File: config.mk
export PLATFORM = sky130hd
export DESIGN_NAME = des_decrypt_key_schedule_flat
export DESIGN_NICKNAME = d
export VERILOG_FILES = /design/src/rtl/des_decrypt_key_schedule_if.sv /design/src/rtl/des_decrypt_key_schedule.sv /design/src/flat_wrapper.sv
export SDC_FILE = /design/constraint.sdc
export NUM_CORES = 1
export LEC_CHECK = 0
export BUFFER_PORTS_ARGS = -buffer_cell sky130_fd_sc_hd__buf_2
export CORE_ASPECT_RATIO = 1.1
export CORE_MARGIN = 2
export CORE_UTILIZATION = 35
export CTS_CLUSTER_SIZE = 24
export DETAILED_ROUTE_END_ITERATION = 8
export SKIP_LAST_GASP = 1
export SLEW_MARGIN = 20
export SYNTH_ARGS = -nofsm -noshare
export SYNTH_HDL_FRONTEND = slang
export SYNTH_SLANG_ARGS = --single-unit
File: constraint.sdc
create_clock -name wClk -period 5.7 [get_ports wClk]
set_clock_uncertainty 0.1 [all_clocks]
set_input_delay 1.14 -clock wClk [delete_from_list [all_inputs] [get_ports wClk]]
set_output_delay 1.14 -clock wClk [all_outputs]
set_load 0.01 [all_outputs]
File: src/rtl/des_decrypt_key_schedule_if.sv
// Key-in / subkey-out handshake bundle for the DES decryption key schedule.
// master drives key and subkey-ready; slave (the schedule) drives the rest.
interface des_decrypt_key_schedule_if;
  logic        wKeyValid;
  logic        wKeyReady;
  logic [0:63] wKey;
  logic        wSubkeyValid;
  logic        wSubkeyReady;
  logic [0:47] wSubkey;
  logic [0:3]  wRound;
  logic        wLast;

  modport master (
    output wKeyValid, wKey, wSubkeyReady,
    input  wKeyReady, wSubkeyValid, wSubkey, wRound, wLast
  );

  modport slave (
    input  wKeyValid, wKey, wSubkeyReady,
    output wKeyReady, wSubkeyValid, wSubkey, wRound, wLast
  );
endinterface

File: src/rtl/des_decrypt_key_schedule.sv
// DES round subkeys in decryption order (K16..K1); K16 valid the cycle after key load.
// Backpressure: subkey/round hold while wSubkeyReady=0; keys are refused while a sequence runs.
module des_decrypt_key_schedule (
  input  logic                           wClk,
  input  logic                           wRst_n,
  des_decrypt_key_schedule_if.slave      ks
);

  typedef enum logic {
    IDLE = 1'b0,
    RUN  = 1'b1
  } state_t;

  // Table entries use FIPS 1-based bit numbering.
  localparam int PC1 [0:55] = '{
    57, 49, 41, 33, 25, 17,  9,
     1, 58, 50, 42, 34, 26, 18,
    10,  2, 59, 51, 43, 35, 27,
    19, 11,  3, 60, 52, 44, 36,
    63, 55, 47, 39, 31, 23, 15,
     7, 62, 54, 46, 38, 30, 22,
    14,  6, 61, 53, 45, 37, 29,
    21, 13,  5, 28, 20, 12,  4
  };

  localparam int PC2 [0:47] = '{
    14, 17, 11, 24,  1,  5,
     3, 28, 15,  6, 21, 10,
    23, 19, 12,  4, 26,  8,
    16,  7, 27, 20, 13,  2,
    41, 52, 31, 37, 47, 55,
    30, 40, 51, 45, 33, 48,
    44, 49, 39, 56, 34, 53,
    46, 42, 50, 36, 29, 32
  };

  state_t      state;
  logic [0:27] c_q;
  logic [0:27] d_q;
  logic [3:0]  round_q;

  logic [0:55] pc1_cd;
  logic [0:55] cd;
  logic [0:47] subkey;
  logic        rot_one;
  logic [0:27] c_rot;
  logic [0:27] d_rot;

  for (genvar i = 0; i < 56; i++) begin : g_pc1
    assign pc1_cd[i] = ks.wKey[PC1[i] - 1];
  end

  assign cd = {c_q, d_q};

  for (genvar j = 0; j < 48; j++) begin : g_pc2
    assign subkey[j] = cd[PC2[j] - 1];
  end

  // Undoing left shifts s(16)..s(2): single-bit steps fall on rounds 0, 7 and 14.
  assign rot_one = (round_q == 4'd0) || (round_q == 4'd7) || (round_q == 4'd14);
  assign c_rot   = rot_one ? {c_q[27], c_q[0:26]} : {c_q[26:27], c_q[0:25]};
  assign d_rot   = rot_one ? {d_q[27], d_q[0:26]} : {d_q[26:27], d_q[0:25]};

  always_ff @(posedge wClk or negedge wRst_n) begin
    if (!wRst_n) begin
      state   <= IDLE;
      c_q     <= '0;
      d_q     <= '0;
      round_q <= '0;
    end else begin
      case (state)
        IDLE: begin
          if (ks.wKeyValid) begin
            c_q     <= pc1_cd[0:27];
            d_q     <= pc1_cd[28:55];
            round_q <= '0;
            state   <= RUN;
          end
        end
        RUN: begin
          if (ks.wSubkeyReady) begin
            if (round_q == 4'd15) begin
              state <= IDLE;
            end else begin
              c_q     <= c_rot;
              d_q     <= d_rot;
              round_q <= round_q + 4'd1;
            end
          end
        end
        default: state <= IDLE;
      endcase
    end
  end

  assign ks.wKeyReady    = (state == IDLE);
  assign ks.wSubkeyValid = (state == RUN);
  assign ks.wSubkey      = subkey;
  assign ks.wRound       = round_q;
  assign ks.wLast        = (state == RUN) && (round_q == 4'd15);

endmodule

File: src/flat_wrapper.sv
// flat-port wrapper written by rule: the top's interface ports become plain ports
module des_decrypt_key_schedule_flat 
  (wClk, wRst_n, ks_wKeyValid, ks_wKey, ks_wSubkeyReady, ks_wKeyReady, ks_wSubkeyValid, ks_wSubkey, ks_wRound, ks_wLast);
  des_decrypt_key_schedule_if ks_i ();
  input  logic wClk;
  input  logic wRst_n;
  input wire logic [$bits(ks_i.wKeyValid)-1:0] ks_wKeyValid;
  input wire logic [$bits(ks_i.wKey)-1:0] ks_wKey;
  input wire logic [$bits(ks_i.wSubkeyReady)-1:0] ks_wSubkeyReady;
  output wire logic [$bits(ks_i.wKeyReady)-1:0] ks_wKeyReady;
  output wire logic [$bits(ks_i.wSubkeyValid)-1:0] ks_wSubkeyValid;
  output wire logic [$bits(ks_i.wSubkey)-1:0] ks_wSubkey;
  output wire logic [$bits(ks_i.wRound)-1:0] ks_wRound;
  output wire logic [$bits(ks_i.wLast)-1:0] ks_wLast;
  assign ks_i.wKeyValid = ks_wKeyValid;
  assign ks_i.wKey = ks_wKey;
  assign ks_i.wSubkeyReady = ks_wSubkeyReady;
  assign ks_wKeyReady = ks_i.wKeyReady;
  assign ks_wSubkeyValid = ks_i.wSubkeyValid;
  assign ks_wSubkey = ks_i.wSubkey;
  assign ks_wRound = ks_i.wRound;
  assign ks_wLast = ks_i.wLast;
  des_decrypt_key_schedule u_core (.wClk(wClk), .wRst_n(wRst_n), .ks(ks_i));
endmodule
==> summary.md <==
| Metric | Value |
|---|---|
| Drt drc | 0 |
| Cell family contributing the most delay on the critical path | flip-flops |
| Final hold violation count | 0 |
| Number of buffers added for setup after CTS | 0 |
| Origin of the critical flop-to-flop path | u_core.ks.wRound[2] |
| Number of CTS-inserted buffers | 9 |
| Final ANT Viol Nets | 0 |
| Crit path DAT | 1.60 ns |
| Pin count of the biggest net entering global routing | 62 |
| Pins Over Slew Limit | 0 |
| IR drop worst, VDD | between 0.2 and 0.25 mV |
| Number of distinct library cells after synthesis | 29 |
| Top post-synthesis cells by area | sky130_fd_sc_hd__dfrtp_1 42%, sky130_fd_sc_hd__mux2i_1 15%, sky130_fd_sc_hd__a22oi_1 11% |
| Final clock period utilization by the worst path | about half |
| Most common cell after layout, fill and taps aside | sky130_fd_sc_hd__buf_2 |
| Most frequent cells in the layout | 114 x sky130_fd_sc_hd__buf_2, 61 x sky130_fd_sc_hd__dfrtp_1, 56 x sky130_fd_sc_hd__o21ai_1, 53 x sky130_fd_sc_hd__mux2i_1, 53 x sky130_fd_sc_hd__a22oi_1 |
| Setup Slack @ Placement | around 2.5 ns |
| Diodes inserted | 0 |
| Setup slack of the worst register-to-register path | approximately 3.2 ns |
| Yosys reg bits | 61 |
| Number of antenna violations at the first check in global routing | 0 |
| Number of fill cells | roughly 1000 |
| Quantity of I/O buffers inserted on ports | roughly 110 |
| Cell with the largest stage delay on the worst path | sky130_fd_sc_hd__dfrtp_1 |
| Worst r2r dst | u_core.d_q[11] |
| Critical path required time | approximately 4.5 ns |
| Max-capacitance violation count | 0 |
| Number of cell rows | 38 |
| Design Area, Final | 4110 µm² |
| Tmin final | between 2 and 3 ns |
| Worst rel slew slack | approximately 37% |
| Length of the first detailed-routing pass in iterations | 4 |
| Part of the Yosys area used for sequential elements | about 42% |
| Category of the worst setup path capture point | output port |
| WP buf/inv | 1 |
| CTS H-tree lvls | 3 |
| Worst-case hold path end point | u_core.d_q[6] |
| Layout overhead on the synthesized area | 13.3% |
| Post-DR vias/cell | approximately 5.4 |
| Total standard cell area after synthesis | roughly 3600 µm² |
| Outcome | complete, no violations |
| Unrepaired setup endpoints after global routing | false |
| Chip height | 111 µm |
| Initial Util | 36.3% |
| GRT Resource Usage Total | 15.6% |
| Gr ovfl total | 0 |
| CTS Buffer Depth | 2 |
| Wire length of the first global-routing pass | between 10000 and 15000 µm |
| Net count of the finished layout | 470 |
| Startpoint type of the worst setup path | flip-flop |
| Final HPWL DP | 5650 µm |
| Worst-Skew Late Latency | about 0.33 ns |
| Cell depth of the worst min-delay path | 2 |
| Gp weighted congestion | roughly 0.75 |
| Area enclosed by the die boundary | 11200 µm² |
| Slew at the pin with the worst max-slew slack | approximately 0.94 ns |
| TritonCTS clock tree | yes |
| Fraction of layout instances using a drive strength above 1 | approximately 36% |
| I/O pin total | ~120 |
| Post-CTS sizing | 0 |
| Number of vias in the routed layout | between 2000 and 3000 |
| Die outline width | between 100 and 150 µm |
| F_max | 0.352 GHz |
| Category of the critical setup timing path | flip-flop to output port |
| Pwr Density | around 500 nW/µm² |
| Synthesized instance count | between 300 and 400 |
| CP peak stage delay | about 0.43 ns |
| Largest driver fanout on the critical path | 6 |
| Placed instance count | 507 |
| Cell-by-cell trace of the critical path | ha_1 -> nand3_1 -> nor2_1 -> buf_2 |
| Number of global-route vias before repair | approximately 2800 |
| Worst reg2reg path depth | 7 |
| Area after detailed placement | about 3800 µm² |
| Worst setup slack after layout | between 2 and 3 ns |
| Register clock-pin slew on the reported worst setup and hold paths | ~0.07 ns |
| Path category of the worst min-delay check | flip-flop to flip-flop |
| Initial drt markers | 60 |
| Top-area cell type share of the netlist area | 42.1% |
| TNS Setup | 0 ns |
| Number of nets produced by synthesis | ~410 |
| Routed wire per std cell | between 15 and 20 µm |
| Final setup vio count | 0 |
| Count of warnings emitted by yosys | 0 |
| Root buffer cell | sky130_fd_sc_hd__clkbuf_8 |
| Number of sinks handled by clock tree synthesis | 61 |
| Final Routed Wirelength | about 8600 µm |
| Mean area per synthesized cell | 10.6 µm² |
| Final std cells w/o fill | 524 |
| Static leakage | around 1.9 nW |
| CTS Hold Bufs | 0 |
| Source of the worst hold timing path | u_core.d_q[6] |
| Area of the core | around 10000 µm² |
| Leading area contributor after synthesis | sky130_fd_sc_hd__dfrtp_1 |
==> logic make-up after synthesis <==
kind of cell,synth area share (%)
buf+inv,16.1
fa+ha+maj,1.03
mux,16.4
compound gates,21.2
simple gates,3.24
flops,42.1
==> where the power goes <==
part | leakage, nW | internal [mW] | switching [mW] | total (mW)
clock network | 0.116 | 0.291 | 0.175 | 0.465
logic | 1.00 | 0.416 | 0.473 | 0.889
registers | 0.800 | 0.566 | 0.145 | 0.711
==> cell usage after synthesis (all sizes together) <==
library cell and n:
or3 1, nand3 3, and2b 1, and3 6, a22oi 53, nand4 1, inv 3, mux2i 53
buf 57, o31ai 1, nand2b 1, a31oi 1, dfrtp 61, ha 3, bufinv 1, nor2b 1
clkbuf 16, mux2 5, a21oi 5, o311ai 1, a221oi 3, o21ai 58, nor2 3, nand2 4
==> layout make-up <==
type / instances / area, µm² / area share, %
clock buffers: 10 / 128 / 3.10
clock inverters: 6 / 111 / 2.71
inverters: 4 / 28.8 / 0.700
multi-input cells: 204 / 1540 / 37.4
flip-flops and latches: 61 / 1530 / 37.1
well taps: 120 / 150 / 3.65
repair buffers: 119 / 628 / 15.3
==> metrics by stage <==
stage / util [%] / power (mW) / hold slack, ns
floorplan: - / 1.57 / 0.400
global placement: 38.5 / 1.59 / 0.417
detailed placement: 38.5 / 1.61 / 0.432
CTS: 40.9 / 2.09 / 0.450
global route: 41.2 / 2.22 / 0.482
finish: 41.2 / 2.06 / 0.445
==> metal layers <==
metal	GRT usage (%)	up-vias	routed length [µm]
met1	21.8	1380	4020
met3	4.04	10	605
met4	4.86	0	114
li1	-	1334	-
met5	0	-	0
met2	23.4	105	3840
==> sequential cells by signal (all words and copies together) (netlist names) <==
register / count
u_core.c_q: 28
u_core.d_q: 28
u_core.ks.wRound: 4
u_core.ks.wSubkeyValid: 1
==> how the worst max path moves through the flow <==
| stage | start | endpoint | cells past startpoint |
|---|---|---|---|
| after floorplan | ks_wKeyValid | u_core.ks.wRound[2] | 5 |
| after global placement | ks_wKeyValid | u_core.d_q[8] | 6 |
| after detailed placement | ks_wKeyValid | u_core.d_q[13] | 6 |
| after CTS | ks_wKeyValid | u_core.d_q[13] | 6 |
| after global routing | u_core.ks.wRound[2] | ks_wLast | 4 |
| final | u_core.ks.wRound[2] | ks_wLast | 4 |
==> worst register-to-register path, delay by kind of cell, from the launching register on <==
| kind | cells | cell delay [ns] |
|---|---|---|
| fa+ha+maj | 1 | 0.25 |
| flops | 1 | 0.43 |
| buf+inv | 2 | 0.53 |
| compound gates | 3 | 0.86 |
| simple gates | 1 | 0.21 |
Note: power is estimated with default switching activity, not from simulation.
